$ cat config.mk
export PLATFORM = sky130hd
export DESIGN_NAME = stripe_tile_drawer_flat
export DESIGN_NICKNAME = d
export VERILOG_FILES = /design/src/rtl/stripe_tile_drawer_if.sv /design/src/rtl/stripe_tile_drawer.sv /design/src/flat_wrapper.sv
export SDC_FILE = /design/constraint.sdc
export NUM_CORES = 1
export LEC_CHECK = 0
export CAP_MARGIN = 40
export CORE_AREA = 2 2 109 111
export CTS_CLUSTER_SIZE = 24
export DETAILED_ROUTE_END_ITERATION = 10
export DIE_AREA = 0 0 111 113
export HOLD_SLACK_MARGIN = 0.02
export SLEW_MARGIN = 10
export SYNTH_ARGS = -nofsm -noshare
export SYNTH_HDL_FRONTEND = slang
export SYNTH_SLANG_ARGS = --single-unit
$ cat constraint.sdc
create_clock -name clk -period 4.4 [get_ports clk]
set_input_delay 1.32 -clock clk [delete_from_list [all_inputs] [get_ports clk]]
set_output_delay 1.32 -clock clk [all_outputs]
set_load 0.02 [all_outputs]
$ cat src/rtl/stripe_tile_drawer_if.sv
// Pixel-plot bus between a tile draw requester and the stripe tile drawer.
// master: requester side (start/x_base/y_base/colour/orient, sink hold),
//         observes pixel stream and status.
// slave : drawer side, accepts the request and produces the pixel stream
//         (x_out/y_out/colour_out/plot) plus busy/done status.
interface stripe_tile_drawer_if #(
    parameter int X_W      = 8,
    parameter int Y_W      = 7,
    parameter int COLOUR_W = 3
);
    logic                start;
    logic [X_W-1:0]      x_base;
    logic [Y_W-1:0]      y_base;
    logic [COLOUR_W-1:0] colour;
    logic                orient;
    logic                hold;
    logic [X_W-1:0]      x_out;
    logic [Y_W-1:0]      y_out;
    logic [COLOUR_W-1:0] colour_out;
    logic                plot;
    logic                busy;
    logic                done;

    modport master (
        output start, x_base, y_base, colour, orient, hold,
        input  x_out, y_out, colour_out, plot, busy, done
    );

    modport slave (
        input  start, x_base, y_base, colour, orient, hold,
        output x_out, y_out, colour_out, plot, busy, done
    );
endinterface

$ cat src/rtl/stripe_tile_drawer.sv
// Stripe-pattern tile renderer for the VGA plot path.
// On an accepted start it emits one pixel per cycle: NUM_LINES parallel
// lines of LINE_LEN pixels, line spacing COL_STRIDE, offset from the
// captured tile origin. orient=0 draws vertical lines, orient=1 horizontal.
// Ports:
//   clk    - clock
//   resetn - synchronous active-low reset
//   bus    - slave side of stripe_tile_drawer_if: start/x_base/y_base/
//            colour/orient request, hold stall, registered pixel outputs
//            x_out/y_out/colour_out with plot strobe, busy and done status.
module stripe_tile_drawer #(
    parameter int X_W        = 8,
    parameter int Y_W        = 7,
    parameter int COLOUR_W   = 3,
    parameter int NUM_LINES  = 8,
    parameter int LINE_LEN   = 15,
    parameter int FIRST_COL  = 8,
    parameter int COL_STRIDE = 2,
    parameter int ROW_OFFSET = 7
) (
    input logic                 clk,
    input logic                 resetn,
    stripe_tile_drawer_if.slave bus
);
    localparam int LI_W = (NUM_LINES > 1) ? $clog2(NUM_LINES) : 1;
    localparam int PI_W = (LINE_LEN > 1) ? $clog2(LINE_LEN) : 1;
    localparam logic [LI_W-1:0] LI_LAST = LI_W'(NUM_LINES - 1);
    localparam logic [PI_W-1:0] PI_LAST = PI_W'(LINE_LEN - 1);

    typedef enum logic [1:0] {IDLE, DRAW, FIN} state_t;

    state_t              state, stateNext;
    logic [LI_W-1:0]     li, liNext;
    logic [PI_W-1:0]     pi, piNext;
    logic [X_W-1:0]      xb, xbNext;
    logic [Y_W-1:0]      yb, ybNext;
    logic [COLOUR_W-1:0] col, colNext;
    logic                ori, oriNext;
    logic [X_W-1:0]      xOut, xOutNext;
    logic [Y_W-1:0]      yOut, yOutNext;
    logic [COLOUR_W-1:0] colOut, colOutNext;
    logic                plot, plotNext;
    logic                busy, busyNext;
    logic                done, doneNext;

    logic [X_W-1:0]      acrossX, alongX, pixX;
    logic [Y_W-1:0]      acrossY, alongY, pixY;
    logic                lastPix;

    assign lastPix = (li == LI_LAST) && (pi == PI_LAST);

    // Offsets are computed at full integer width and truncated, so the
    // coordinate sums wrap silently at the output width.
    always_comb begin
        acrossX = X_W'(FIRST_COL + 32'(li) * COL_STRIDE);
        acrossY = Y_W'(FIRST_COL + 32'(li) * COL_STRIDE);
        alongX  = X_W'(ROW_OFFSET + 32'(pi));
        alongY  = Y_W'(ROW_OFFSET + 32'(pi));
        if (ori) begin
            pixX = xb + alongX;
            pixY = yb + acrossY;
        end else begin
            pixX = xb + acrossX;
            pixY = yb + alongY;
        end
    end

    always_ff @(posedge clk) begin
        if (!resetn) begin
            state  <= IDLE;
            li     <= '0;
            pi     <= '0;
            xb     <= '0;
            yb     <= '0;
            col    <= '0;
            ori    <= 1'b0;
            xOut   <= '0;
            yOut   <= '0;
            colOut <= '0;
            plot   <= 1'b0;
            busy   <= 1'b0;
            done   <= 1'b0;
        end else begin
            state  <= stateNext;
            li     <= liNext;
            pi     <= piNext;
            xb     <= xbNext;
            yb     <= ybNext;
            col    <= colNext;
            ori    <= oriNext;
            xOut   <= xOutNext;
            yOut   <= yOutNext;
            colOut <= colOutNext;
            plot   <= plotNext;
            busy   <= busyNext;
            done   <= doneNext;
        end
    end

    always_comb begin
        stateNext = state;
        case (state)
            IDLE:    if (bus.start) stateNext = DRAW;
            DRAW:    if (!bus.hold && lastPix) stateNext = FIN;
            FIN:     stateNext = IDLE;
            default: stateNext = IDLE;
        endcase
    end

    always_comb begin
        liNext     = li;
        piNext     = pi;
        xbNext     = xb;
        ybNext     = yb;
        colNext    = col;
        oriNext    = ori;
        xOutNext   = xOut;
        yOutNext   = yOut;
        colOutNext = colOut;
        plotNext   = 1'b0;
        doneNext   = (state == FIN);
        // busy is registered from the next state so it covers DRAW and FIN only.
        busyNext   = (stateNext != IDLE);
        case (state)
            IDLE: begin
                if (bus.start) begin
                    xbNext  = bus.x_base;
                    ybNext  = bus.y_base;
                    colNext = bus.colour;
                    oriNext = bus.orient;
                    liNext  = '0;
                    piNext  = '0;
                end
            end
            DRAW: begin
                if (!bus.hold) begin
                    xOutNext   = pixX;
                    yOutNext   = pixY;
                    colOutNext = col;
                    plotNext   = 1'b1;
                    if (pi == PI_LAST) begin
                        piNext = '0;
                        liNext = li + 1'b1;
                    end else begin
                        piNext = pi + 1'b1;
                    end
                end
            end
            default: ;
        endcase
    end

    assign bus.x_out      = xOut;
    assign bus.y_out      = yOut;
    assign bus.colour_out = colOut;
    assign bus.plot       = plot;
    assign bus.busy       = busy;
    assign bus.done       = done;
endmodule
$ cat src/flat_wrapper.sv
// flat-port wrapper written by rule: the top's interface ports become plain ports
module stripe_tile_drawer_flat 
#(
    parameter int X_W        = 8,
    parameter int Y_W        = 7,
    parameter int COLOUR_W   = 3,
    parameter int NUM_LINES  = 8,
    parameter int LINE_LEN   = 15,
    parameter int FIRST_COL  = 8,
    parameter int COL_STRIDE = 2,
    parameter int ROW_OFFSET = 7
)
  (clk, resetn, bus_start, bus_x_base, bus_y_base, bus_colour, bus_orient, bus_hold, bus_x_out, bus_y_out, bus_colour_out, bus_plot, bus_busy, bus_done);
  stripe_tile_drawer_if #(.X_W(X_W), .Y_W(Y_W), .COLOUR_W(COLOUR_W)) bus_i ();
  input logic clk;
  input logic resetn;
  input wire logic [$bits(bus_i.start)-1:0] bus_start;
  input wire logic [$bits(bus_i.x_base)-1:0] bus_x_base;
  input wire logic [$bits(bus_i.y_base)-1:0] bus_y_base;
  input wire logic [$bits(bus_i.colour)-1:0] bus_colour;
  input wire logic [$bits(bus_i.orient)-1:0] bus_orient;
  input wire logic [$bits(bus_i.hold)-1:0] bus_hold;
  output wire logic [$bits(bus_i.x_out)-1:0] bus_x_out;
  output wire logic [$bits(bus_i.y_out)-1:0] bus_y_out;
  output wire logic [$bits(bus_i.colour_out)-1:0] bus_colour_out;
  output wire logic [$bits(bus_i.plot)-1:0] bus_plot;
  output wire logic [$bits(bus_i.busy)-1:0] bus_busy;
  output wire logic [$bits(bus_i.done)-1:0] bus_done;
  assign bus_i.start = bus_start;
  assign bus_i.x_base = bus_x_base;
  assign bus_i.y_base = bus_y_base;
  assign bus_i.colour = bus_colour;
  assign bus_i.orient = bus_orient;
  assign bus_i.hold = bus_hold;
  assign bus_x_out = bus_i.x_out;
  assign bus_y_out = bus_i.y_out;
  assign bus_colour_out = bus_i.colour_out;
  assign bus_plot = bus_i.plot;
  assign bus_busy = bus_i.busy;
  assign bus_done = bus_i.done;
  stripe_tile_drawer #(.X_W(X_W), .Y_W(Y_W), .COLOUR_W(COLOUR_W), .NUM_LINES(NUM_LINES), .LINE_LEN(LINE_LEN), .FIRST_COL(FIRST_COL), .COL_STRIDE(COL_STRIDE), .ROW_OFFSET(ROW_OFFSET)) u_core (.clk(clk), .resetn(resetn), .bus(bus_i));
endmodule
Word-level counts from Yosys, hierarchy flattened

Cells that the tools add are included.

Input bits: 23
Word-level logic and storage cells: 54
Bits in registers: 49
Output and inout port bits: 21

Eq/ne operators: 7
Bitwise logic cells: 1
Reduce and logical (&&, ||, !) cells: 11
Mux-type cells: 14
Add/sub/neg operators: 8

Operator list:

| kind                  | number |
|---|---|
| $add A8 B8 Y8         | 2 |
| $add A7 B7 Y7         | 2 |
| $mux W4               | 3 |
| $mux W3               | 3 |
| $mux W8               | 1 |
| $pmux W4 S2           | 1 |
| $mux W7               | 1 |
| $pmux W3 S2           | 1 |
| $reduce_and A2 Y1     | 3 |
| $add A3 B4 Y5 const A | 1 |
| $add A4 B4 Y5 const A | 1 |
| $add A4 B1 Y4 const B | 1 |
| $eq A4 B4 Y1 const B  | 1 |
| $mux W2               | 2 |
| $ne A2 B2 Y1 const B  | 2 |
| $pmux W2 S2           | 1 |
| $reduce_and A4 Y1     | 1 |
| $reduce_bool A2 Y1    | 2 |
| $add A3 B1 Y3 const B | 1 |
| $eq A3 B3 Y1 const B  | 1 |
| $reduce_and A3 Y1     | 1 |
| $eq A2 B1 Y1 const B  | 1 |
| $eq A2 B2 Y1 const B  | 1 |
| $logic_and A1 B1 Y1   | 2 |
| 5 further kinds       | 5 |

Longest topological paths before layout

Depth in word-level cells: 6
Gate-level depth with buffers: 8
Mapped depth without buffers: 8

Least setup slack after synthesis

Ideal clock, no wire load.

Path kind: input-to-reg
Start: in bus_hold
End: reg u_core.xOut[4], in the netlist u_core.bus.x_out[4]
Required time: 4282 ps
Cell stages on the path: 5
Path buffers: 1
Data arrival time: 2108 ps
Path slack: 2175 ps
Library setup time: 118 ps
Cell sequence: or3b_1 clkbuf_1 nor2_1 o21ai_0 o2111a_1

Cells in the longest elaborated chain, start to end: 2

Ends and longest elaborated chain:

| what                        | RTL line                 | source |
|---|---|---|
| start: declaration          | flat_wrapper.sv:22       | `input wire logic [$bits(bus_i.hold)-1:0] bus_hold;` |
| $not A1 Y1 (no line)        | --                       |  |
| $reduce_and A2 Y1 (no line) | --                       |  |
| end signal: assignment      | stripe_tile_drawer.sv:91 | `xOut <= xOutNext;` |
| end: declaration            | stripe_tile_drawer.sv:39 | `logic [X_W-1:0] xOut, xOutNext;` |

No other way between the ends.
A chain may end at the register's enable or synchronous reset.

==> run_results.csv <==
group,metric,value,unit
status,status,"complete, no violations",
worst_setup_path,arrival,2.86,ns
worst_hold_path,min_path_type,"register to register",
worst_setup_path,worstPathMaxFanout,23,
logic_synthesis,ys_seq_area_share,35.08,%
die,ios,44,
timing,fmax,377.9,MHz
power,power.density,329.5,nW/µm²
worst_setup_path,reg2reg_to,"u_core.bus.y_out[5]",
clock_tree,cts.path.max_buffers,2,
die,rows,39,
finish,fin_nets,410,
finish,n_antenna_cell,0,
worst_setup_path,crit_type,"input pin to register",
logic_synthesis,synth-edff-count,0,
clock_tree,cts_root_buffer,"clkbuf_16",
routing,routed_wl,6.889,mm
finish,layout.area.seq,980.9,µm²
clock_tree,cts_tree,"done",
global_route,grt_antenna_before_repair,0,
worst_hold_path,hold_depth,2,
placed_design,routabilityCongestion,0.8601,
worst_setup_path,reg2reg_depth,8,
routing,dr.pass1.iters,4,
placed_design,hpwl,5.186,mm
clock_tree,cts_buffers,5,
timing,tightest_slew,0.8863,ns
finish,nFillCells,1150,
routing,ant_nets,0,
placed_design,io_buffers,43,
global_route,grt_max_degree,31,
worst_setup_path,cp-end-kind,"register",
worst_setup_path,crit_path_start_kind,"input pin",
timing,finalCriticalPeriod,2.646,ns
timing,rsz0062_at_grt,"false",
worst_hold_path,holdPathEnd,"u_core.bus.y_out[2]",
finish,multi_input_area,1702,µm²
clock_tree,clkLatencyLatePin,0.29,ns
power,ir_worst_vdd,0.1628,mV
power,fin_total_pwr,1.165,mW
timing,fin_tns_setup,0,ns
finish,syn2layout_area_growth,26.40,%
power,power.leakage,1.412,nW
die,core-area,11270,µm²
routing,num_vias,2296,
logic_synthesis,yosysTopAreaCellShare,35.08,%
logic_synthesis,synth_seq_cells,49,
timing,hold_viol,0,
clock_tree,clk_transition_reported_paths,0.07,ns
worst_setup_path,critical_path_required,4.62,ns
timing,final_max_slew_viol_count,0,
worst_setup_path,r2r_setup_slack,1.95,ns
logic_synthesis,yosysTopAreaCell,"dfxtp_1",
routing,drt_iter0_drc,83,
logic_synthesis,synth_area_per_cell,8.739,µm²
worst_hold_path,min_from,"u_core.bus.y_out[2]",
logic_synthesis,netlist-cell-type-count,49,
finish,drive_gt1_share,6.111,%
logic_synthesis,syn_area,2796,µm²
global_route,overflow,0,
logic_synthesis,yosys-top-cells-count,"61 x nand2_1, 49 x dfxtp_1, 24 x a21boi_0, 24 x ha_1, 18 x o21ai_0",
timing,fin_skew,0.005283,ns
routing,wl_per_cell,13.70,µm
clock_tree,cts_resized,0,
global_route,grt_pass1_vias,2364,
routing,vias_per_cell,4.565,
logic_synthesis,syn-num-nets,371,
die,initial_core_util,24.81,%
logic_synthesis,syn_inst,320,
die,die_y,113,µm
logic_synthesis,synth_flop_cell,"dfxtp_1",
timing,finalSetupViolations,0,
logic_synthesis,async_flop_share,0,%
logic_synthesis,yosysWarnings,0,
timing,fin_crit_sh,60.14,%
global_route,grt_util_all_layers,11.15,%
logic_synthesis,yosysMostFrequentCell,"nand2_1",
routing,drc,0,
clock_tree,htreeDepth,2,
logic_synthesis,yosys-top-cells-area,"dfxtp_1 35%, ha_1 11%, nand2_1 8.2%",
finish,final_util,31.36,%
global_route,grt_pass1_wl,11.32,mm
flow_run,drv_cap,0,
timing,relSlewSlack,40.83,%
die,die-area,12540,µm²
worst_setup_path,r2r-start,"u_core.pi[0]",
clock_tree,cts.sinks,49,
die,die_w,111,µm
clock_tree,cts_setup_buffers,0,
clock_tree,ctsHoldBuffers,0,
## registers in the layout, summed over array words and instances, names as in the netlist
register               count
u_core.state               2
u_core.col                 3
u_core.pi                  4
u_core.bus.plot            1
u_core.li                  3
u_core.bus.done            1
u_core.yb                  7
u_core.bus.y_out           7
u_core.bus.x_out           8
u_core.xb                  8
u_core.ori                 1
u_core.bus.colour_out      3
u_core.bus.busy            1
## cell families (layout without fill, tap and decap cells)
family	after synthesis	count (layout)	synth area share [%]
AO/OA/AOI/OAI	99	99	26.17
XOR/XNOR	9	9	2.819
adder cells (fa/ha/maj)	28	28	13.60
buffers and inverters	28	68	4.071
flip-flops	49	49	35.08
multiplexers	4	4	1.432
AND/OR/NAND/NOR	103	103	16.82
## cells in the final DEF, fill, tap and decap left out, drive strengths merged, types with 10 or more instances in the layout
cell type	count
nand2	61
ha	24
a211oi	10
inv	15
clkdlybuf4s50	43
o21ai	19
dfxtp	49
a21boi	27
nor2	13
## metrics by stage
stage | std cells | hold slack, ns | setup WS, ns | cell area, µm²
floorplan | 320 | 0.4412 | 2.175 | 2796
global placement | 495 | 0.4513 | 1.438 | 3363
detailed placement | 495 | 0.4625 | 1.413 | 3363
CTS | 503 | 0.4728 | 1.724 | 3535
global route | 503 | 0.4927 | 1.557 | 3535
finish | 503 | 0.4712 | 1.754 | 3535
## area by class of cell
type                    count  area share, %
clock inverters             3          1.310
clock buffers               5          3.540
repair buffers             45          12.60
well taps                 143          5.062
flip-flops and latches     49          27.75
inverters                  15          1.593
multi-input cells         243          48.14
## worst max-delay path, stage by stage
cell and delay (ns):
clkdlybuf4s50_1 0.92, buf_4 0.35, o21ai_0 0.12, a31oi_1 0.14
## metal layers
| metal | vias up | global-route usage [%] | share of wire [%] |
|---|---|---|---|
| met3 | 9 | 2.785 | 4.2 |
| met1 | 1035 | 14.53 | 49 |
| li1 | 1205 | - | - |
| met2 | 47 | 18.36 | 45 |
| met4 | 0 | 3.333 | 1.6 |
| met5 | - | 0 | 0 |
## worst max path at each step
stage / start / to / slack, ns / cells past startpoint
2_1_floorplan: bus_hold / u_core.bus.x_out[4] / 2.17 / 5
3_3_place_gp: resetn / u_core.bus.y_out[6] / 1.44 / 4
3_5_place_dp: resetn / u_core.bus.x_out[5] / 1.41 / 4
4_1_cts: resetn / u_core.bus.x_out[5] / 1.72 / 4
5_1_grt: resetn / u_core.bus.x_out[6] / 1.56 / 4
6_report: resetn / u_core.bus.y_out[6] / 1.75 / 4
## power by group
| group | internal, mW | total [mW] | switching [mW] |
|---|---|---|---|
| Clock | 0.269 | 0.447 | 0.177 |
| Combinational | 0.108 | 0.229 | 0.121 |
| Sequential | 0.467 | 0.489 | 0.0220 |
| Total | 0.844 | 1.16 | 0.321 |
(Power assumes the default switching activity.)
